## src/rtl/mux_scan_sampler_if.sv

```systemverilog
// Bus bundle for mux_scan_sampler: the scan request side and the
// mux select/return side. The master modport belongs to whatever issues scan
// requests and closes the loop through the mux. The slave modport belongs to
// the sampler.
interface mux_scan_sampler_if;
   logic       start;
   logic [3:0] mask;
   logic       mux_out;
   logic [1:0] sel;
   logic [3:0] sample;
   logic       valid;
   logic       busy;

   modport master (
      output start,
      output mask,
      output mux_out,
      input  sel,
      input  sample,
      input  valid,
      input  busy
   );

   modport slave (
      input  start,
      input  mask,
      input  mux_out,
      output sel,
      output sample,
      output valid,
      output busy
   );
endinterface

```

## src/rtl/mux_scan_sampler.sv

```systemverilog
// mux_scan_sampler: sweeps a 4:1 mux through the enabled channels in
// ascending order. Each channel is held for DWELL cycles and then sampled into
// a per-channel result bit. A completed scan is reported with a one-cycle
// valid pulse.
module mux_scan_sampler #(
   parameter int DWELL = 4,
   parameter int CW    = 8
) (
   input logic                clk,
   input logic                reset_n,
   mux_scan_sampler_if.slave  bus
);

   typedef enum logic {
      IDLE,
      SCAN
   } state_t;

   localparam logic [CW-1:0] LAST = CW'(DWELL - 1);

   state_t        state_q, state_d;
   logic [3:0]    m_q, m_d;
   logic [CW-1:0] cnt_q, cnt_d;
   logic [1:0]    sel_q, sel_d;
   logic [3:0]    sample_q, sample_d;
   logic          valid_q, valid_d;
   logic          busy_q, busy_d;

   logic [2:0]    first_ch;
   logic [2:0]    next_ch;

   // Finds the lowest set bit of v at index >= from. The result is
   // {found, index}. A from value of 4 finds nothing.
   function automatic logic [2:0] lowest_from(input logic [3:0] v,
                                              input logic [2:0] from);
      logic [2:0] r;
      r = '0;
      for (int unsigned i = 0; i < 4; i++) begin
         if (!r[2] && (i >= 32'(from)) && v[i]) begin
            r = {1'b1, i[1:0]};
         end
      end
      return r;
   endfunction

   // Picks the first channel of a new scan and the channel after the current one.
   always_comb begin
      first_ch = lowest_from(bus.mask, 3'd0);
      next_ch  = lowest_from(m_q, {1'b0, sel_q} + 3'd1);
   end

   // Next-state and next-register logic. valid defaults low, so it is a pulse.
   always_comb begin
      state_d  = state_q;
      m_d      = m_q;
      cnt_d    = cnt_q;
      sel_d    = sel_q;
      sample_d = sample_q;
      valid_d  = 1'b0;
      busy_d   = busy_q;

      case (state_q)
         IDLE: begin
            if (bus.start) begin
               sample_d = '0;
               if (bus.mask != 4'b0000) begin
                  m_d     = bus.mask;
                  sel_d   = first_ch[1:0];
                  cnt_d   = '0;
                  busy_d  = 1'b1;
                  state_d = SCAN;
               end else begin
                  // An empty mask completes immediately with a cleared result.
                  valid_d = 1'b1;
               end
            end
         end

         SCAN: begin
            if (cnt_q != LAST) begin
               cnt_d = cnt_q + 1'b1;
            end else begin
               sample_d[sel_q] = bus.mux_out;
               if (next_ch[2]) begin
                  sel_d = next_ch[1:0];
                  cnt_d = '0;
               end else begin
                  busy_d  = 1'b0;
                  valid_d = 1'b1;
                  state_d = IDLE;
               end
            end
         end

         default: begin
            state_d = IDLE;
         end
      endcase
   end

   // State and datapath registers with asynchronous active-low reset.
   always_ff @(posedge clk or negedge reset_n) begin
      if (!reset_n) begin
         state_q  <= IDLE;
         m_q      <= '0;
         cnt_q    <= '0;
         sel_q    <= '0;
         sample_q <= '0;
         valid_q  <= 1'b0;
         busy_q   <= 1'b0;
      end else begin
         state_q  <= state_d;
         m_q      <= m_d;
         cnt_q    <= cnt_d;
         sel_q    <= sel_d;
         sample_q <= sample_d;
         valid_q  <= valid_d;
         busy_q   <= busy_d;
      end
   end

   assign bus.sel    = sel_q;
   assign bus.sample = sample_q;
   assign bus.valid  = valid_q;
   assign bus.busy   = busy_q;

   // While scanning, the presented channel is always an enabled one.
   a_sel_enabled: assert property (@(posedge clk) disable iff (!reset_n)
      busy_q |-> m_q[sel_q]);

   // A completion pulse never overlaps an active scan.
   a_valid_not_busy: assert property (@(posedge clk) disable iff (!reset_n)
      busy_q |-> !valid_q);

   // The dwell counter never runs past the capture point.
   a_cnt_range: assert property (@(posedge clk) disable iff (!reset_n)
      cnt_q <= LAST);

endmodule
```

## src/flat_wrapper.sv

```systemverilog
// flat-port wrapper written by rule: the top's interface ports become plain ports
module mux_scan_sampler_flat 
#(
   parameter int DWELL = 4,
   parameter int CW    = 8
)
  (clk, reset_n, bus_start, bus_mask, bus_mux_out, bus_sel, bus_sample, bus_valid, bus_busy);
  mux_scan_sampler_if bus_i ();
  input logic clk;
  input logic reset_n;
  input wire logic [$bits(bus_i.start)-1:0] bus_start;
  input wire logic [$bits(bus_i.mask)-1:0] bus_mask;
  input wire logic [$bits(bus_i.mux_out)-1:0] bus_mux_out;
  output wire logic [$bits(bus_i.sel)-1:0] bus_sel;
  output wire logic [$bits(bus_i.sample)-1:0] bus_sample;
  output wire logic [$bits(bus_i.valid)-1:0] bus_valid;
  output wire logic [$bits(bus_i.busy)-1:0] bus_busy;
  assign bus_i.start = bus_start;
  assign bus_i.mask = bus_mask;
  assign bus_i.mux_out = bus_mux_out;
  assign bus_sel = bus_i.sel;
  assign bus_sample = bus_i.sample;
  assign bus_valid = bus_i.valid;
  assign bus_busy = bus_i.busy;
  mux_scan_sampler #(.DWELL(DWELL), .CW(CW)) u_core (.clk(clk), .reset_n(reset_n), .bus(bus_i));
endmodule
```

## config.mk

```make
export PLATFORM = sky130hd
export DESIGN_NAME = mux_scan_sampler_flat
export DESIGN_NICKNAME = d
export VERILOG_FILES = /design/src/rtl/mux_scan_sampler_if.sv /design/src/rtl/mux_scan_sampler.sv /design/src/flat_wrapper.sv
export SDC_FILE = /design/constraint.sdc
export NUM_CORES = 1
export LEC_CHECK = 0
export ABC_AREA = 1
export ABC_CLOCK_PERIOD_IN_PS = 1900
export CORE_ASPECT_RATIO = 1.2
export CORE_UTILIZATION = 55
export DETAILED_ROUTE_END_ITERATION = 6
export GPL_TIMING_DRIVEN = 0
export PLACE_DENSITY = 0.89
export SLEW_MARGIN = 20
export SYNTH_ARGS = -nofsm -noshare
export SYNTH_HDL_FRONTEND = slang
export SYNTH_SLANG_ARGS = --single-unit
```

## constraint.sdc

```tcl
create_clock -name clk -period 1.9 [get_ports clk]
set_input_delay 0.475 -clock clk [delete_from_list [all_inputs] [get_ports clk]]
set_output_delay 0.475 -clock clk [all_outputs]
set_load 0.01 [all_outputs]
```

==> metrics <==
outcome finished clean; Tmin final between 1.5 and 2 ns; Leak Pwr 0.7043 nW; Seq pwr share 38.1%; Filler cells between 150 and 200; Die X ~44 um; initial antenna violation count 0; worst min-delay path class flop to flop; Fmax 557.5 MHz; Setup TNS Final 0 ns; drt pass-1 iters 6; drt drc 0; R2R Setup Slk around 0.44 ns; clock buffer depth 2; Initial Utilization between 50% and 60%; Netlist Area Pre-Place 1180 um^2; DR iter-0 viols 35; slew margin rel. between 40% and 50%; CTS tree done; r2r startpoint u_core.cnt_q[0]$_DFFE_PN0P_; delay-heaviest family, CP buffers and inverters; area occupied by multi-input gates between 500 and 600 um^2; cell-internal power about 1.1 mW; Switch Pwr a little over 900 uW; Worst-Margin Slew roughly 0.89 ns; layout cells sized above 1 13.89%; ys flop type dfrtp_1; clk sinks 20; critical path class flop to output pin; Min-Delay Startpoint u_core.bus.sample[3]$_DFFE_PN0P_; vias in the first global route 1022; CP bufs+invs 1; area grow syn2layout 19.19%; Critical Path RT ~1.4 ns; Detail Route Antenna Nets 0; ys async rst share 100.0%; setup ws final 0.1063 ns; Skew-Pair Late Insertion Delay between 0.3 and 0.4 ns; Clock Pin Slew Worst Setup and Hold Paths ~0.12 ns; Final #Nets 190; crit share post-route ~94%; Critical Path Stages 1; endpoints failing hold 0; data arrival time at the worst-slack endpoint about 1.3 ns; CP max stage cell clkdlybuf4s50_1; Die H around 53 um; final setup violating endpoints 0; CP endpoint kind output pin; Hold Buf Count CTS 0; I/O pin count 16; first-pass GRT wire length approximately 4.3 mm; Mean Syn Cell Area approximately 7.3 um^2; Core ar. 2049 um^2; Die ar. ~2300 um^2; most frequent cells in the layout nand2_1 (51), nand3_1 (18), dfrtp_1 (18), clkdlybuf4s50_1 (15), inv_1 (14); Clock Power Share between 10% and 20%; cells after synthesis approximately 160; Worst Skew 0.004992 ns; Final HPWL DP 1.882 mm; most common cell after layout, fill and taps aside nand2_1; combinational fraction of design power approximately 50%; Num CTS Buffers 3; Vias/cell around 5.4; Syn. warnings 0; Routed WL between 2 and 3 mm; diode count 0; largest net degree at the start of global routing 21; worst r2r path cells 8; maximum VDD drop a little over 1000 uV; WL/cell between 10 and 15 um; total congestion overflow 0; sw frac 44.58%; Max-Cap Viols 0; Post-synth EDFFs 0; ordered list of cells on the worst path clkdlybuf4s50_1; register area share after synthesis between 40% and 50%; Power Density about 1500 nW/um^2; unrepaired setup endpoints after global routing false; crit-path max cell delay between 0.5 and 0.6 ns; register area approximately 500 um^2; DR vias between 1000 and 1500; Distinct cells, synth 23; GRT Total Usage about a quarter; flops & latches, synth 20; Slew Limit Fails 0; crit path capture bus_sel[0]; crit path launch u_core.bus.sel[0]$_DFFE_PN0P_; Place WS between 0.1 and 0.15 ns; CTS Root Buffer Type clkbuf_4; H-Tree Depth 1; crit path max fanout 7; row count 18; GP Congestion approximately 0.90; reg2reg end u_core.bus.sample[1]$_DFFE_PN0P_; Synthesized Nets 170; IO Port Bufs 15; Worst setup SP type flop
==> logic make-up (layout without fill, tap and decap cells) <==
family                     after synthesis  count (layout)  share of synthesized area [%]
buffers and inverters                   22              41                          7.952
AOI/OAI and AO/OA                       10              10                          4.348
xor gates and xnor gates                 1               1                         0.7424
DFF                                     20              20                          42.42
and+or+nand+nor                        107             107                          43.48
adders and majority gates                1               1                          1.060
==> layout make-up <==
cell class,instances,share of cell area [%]
Buffer,5,2.135
Clock buffer,4,2.580
Timing Repair Buffer,15,10.68
Tap cell,30,2.669
Inverter,17,4.537
Sequential cell,20,35.77
Multi-Input combinational cell,119,41.64
==> repair_timing <==
action | 4_1_cts | 5_1_grt
gates resized for setup | 0 | 2
endpoints found under the setup margin | 0 | 2
setup buffers | 0 | 0
==> metal layers <==
| metal | vias to the layer above | GRT usage (%) | wire, um |
|---|---|---|---|
| li1 | 566 | - | - |
| met1 | 527 | 30.74 | 1176 |
| met2 | 30 | 42.16 | 1304 |
| met3 | 12 | 4.138 | 81 |
| met4 | 0 | 18.18 | 95 |
| met5 | - | 0 | 0 |
==> registers in the layout, summed over array words and instances, names as in the netlist <==
name and count:
u_core.cnt_q 8, u_core.bus.busy 1, u_core.bus.valid 1, u_core.m_q 3, u_core.bus.sel 2, u_core.bus.sample 4, u_core.state_q 1
==> worst min-delay path: cells and delay by family, from the launching register on <==
kind,cells,cell delay (ns)
flops,1,0.37
simple gates,2,0.09
==> worst min-delay path by stage <==
stage                                        to  slack (ns)  depth (start not counted)
2_1_floorplan       u_core.bus.busy$_DFFE_PN0P_        0.18                          0
3_3_place_gp   u_core.bus.sample[3]$_DFFE_PN0P_        0.45                          2
3_5_place_dp   u_core.bus.sample[3]$_DFFE_PN0P_        0.46                          2
4_1_cts        u_core.bus.sample[3]$_DFFE_PN0P_        0.49                          2
5_1_grt        u_core.bus.sample[2]$_DFFE_PN0P_        0.52                          2
6_report       u_core.bus.sample[3]$_DFFE_PN0P_        0.49                          2
==> power groups by stage <==
stage	logic (mW)	clock network [mW]	registers (mW)
finish	1.01	0.265	0.783
global route	1.13	0.279	0.806
CTS	1.01	0.256	0.776
detailed placement	0.995	0	0.782
global placement	0.948	0	0.771
floorplan	0.677	0	0.780
==> Yosys cell counts (2+ instances only) <==
master	instances	area share (%)
nand2_1	51	16
dfrtp_1	20	42
nand3_1	18	7.6
inv_1	14	4.5
nor2_1	13	4.1
nand4_1	10	5.3
o21ai_0	8	3.4
nand2_2	6	3.2
buf_2	3	1.3
inv_2	3	0.95
buf_4	2	1.3
nand3b_1	2	1.3
==> through the flow <==
stage / util (%) / total power, mW / area (um^2) / hold WS [ns] / std cells
floorplan: - / 1.457 / 1180 / 0.1794 / 161
CTS: 68.50 / 2.038 / 1404 / 0.4875 / 210
global route: 68.62 / 2.219 / 1406 / 0.5205 / 210
detailed placement: 66.73 / 1.777 / 1368 / 0.4586 / 206
finish: 68.62 / 2.057 / 1406 / 0.4851 / 210
global placement: 66.73 / 1.719 / 1368 / 0.4531 / 206
Note: power is estimated with default switching activity, not from simulation.
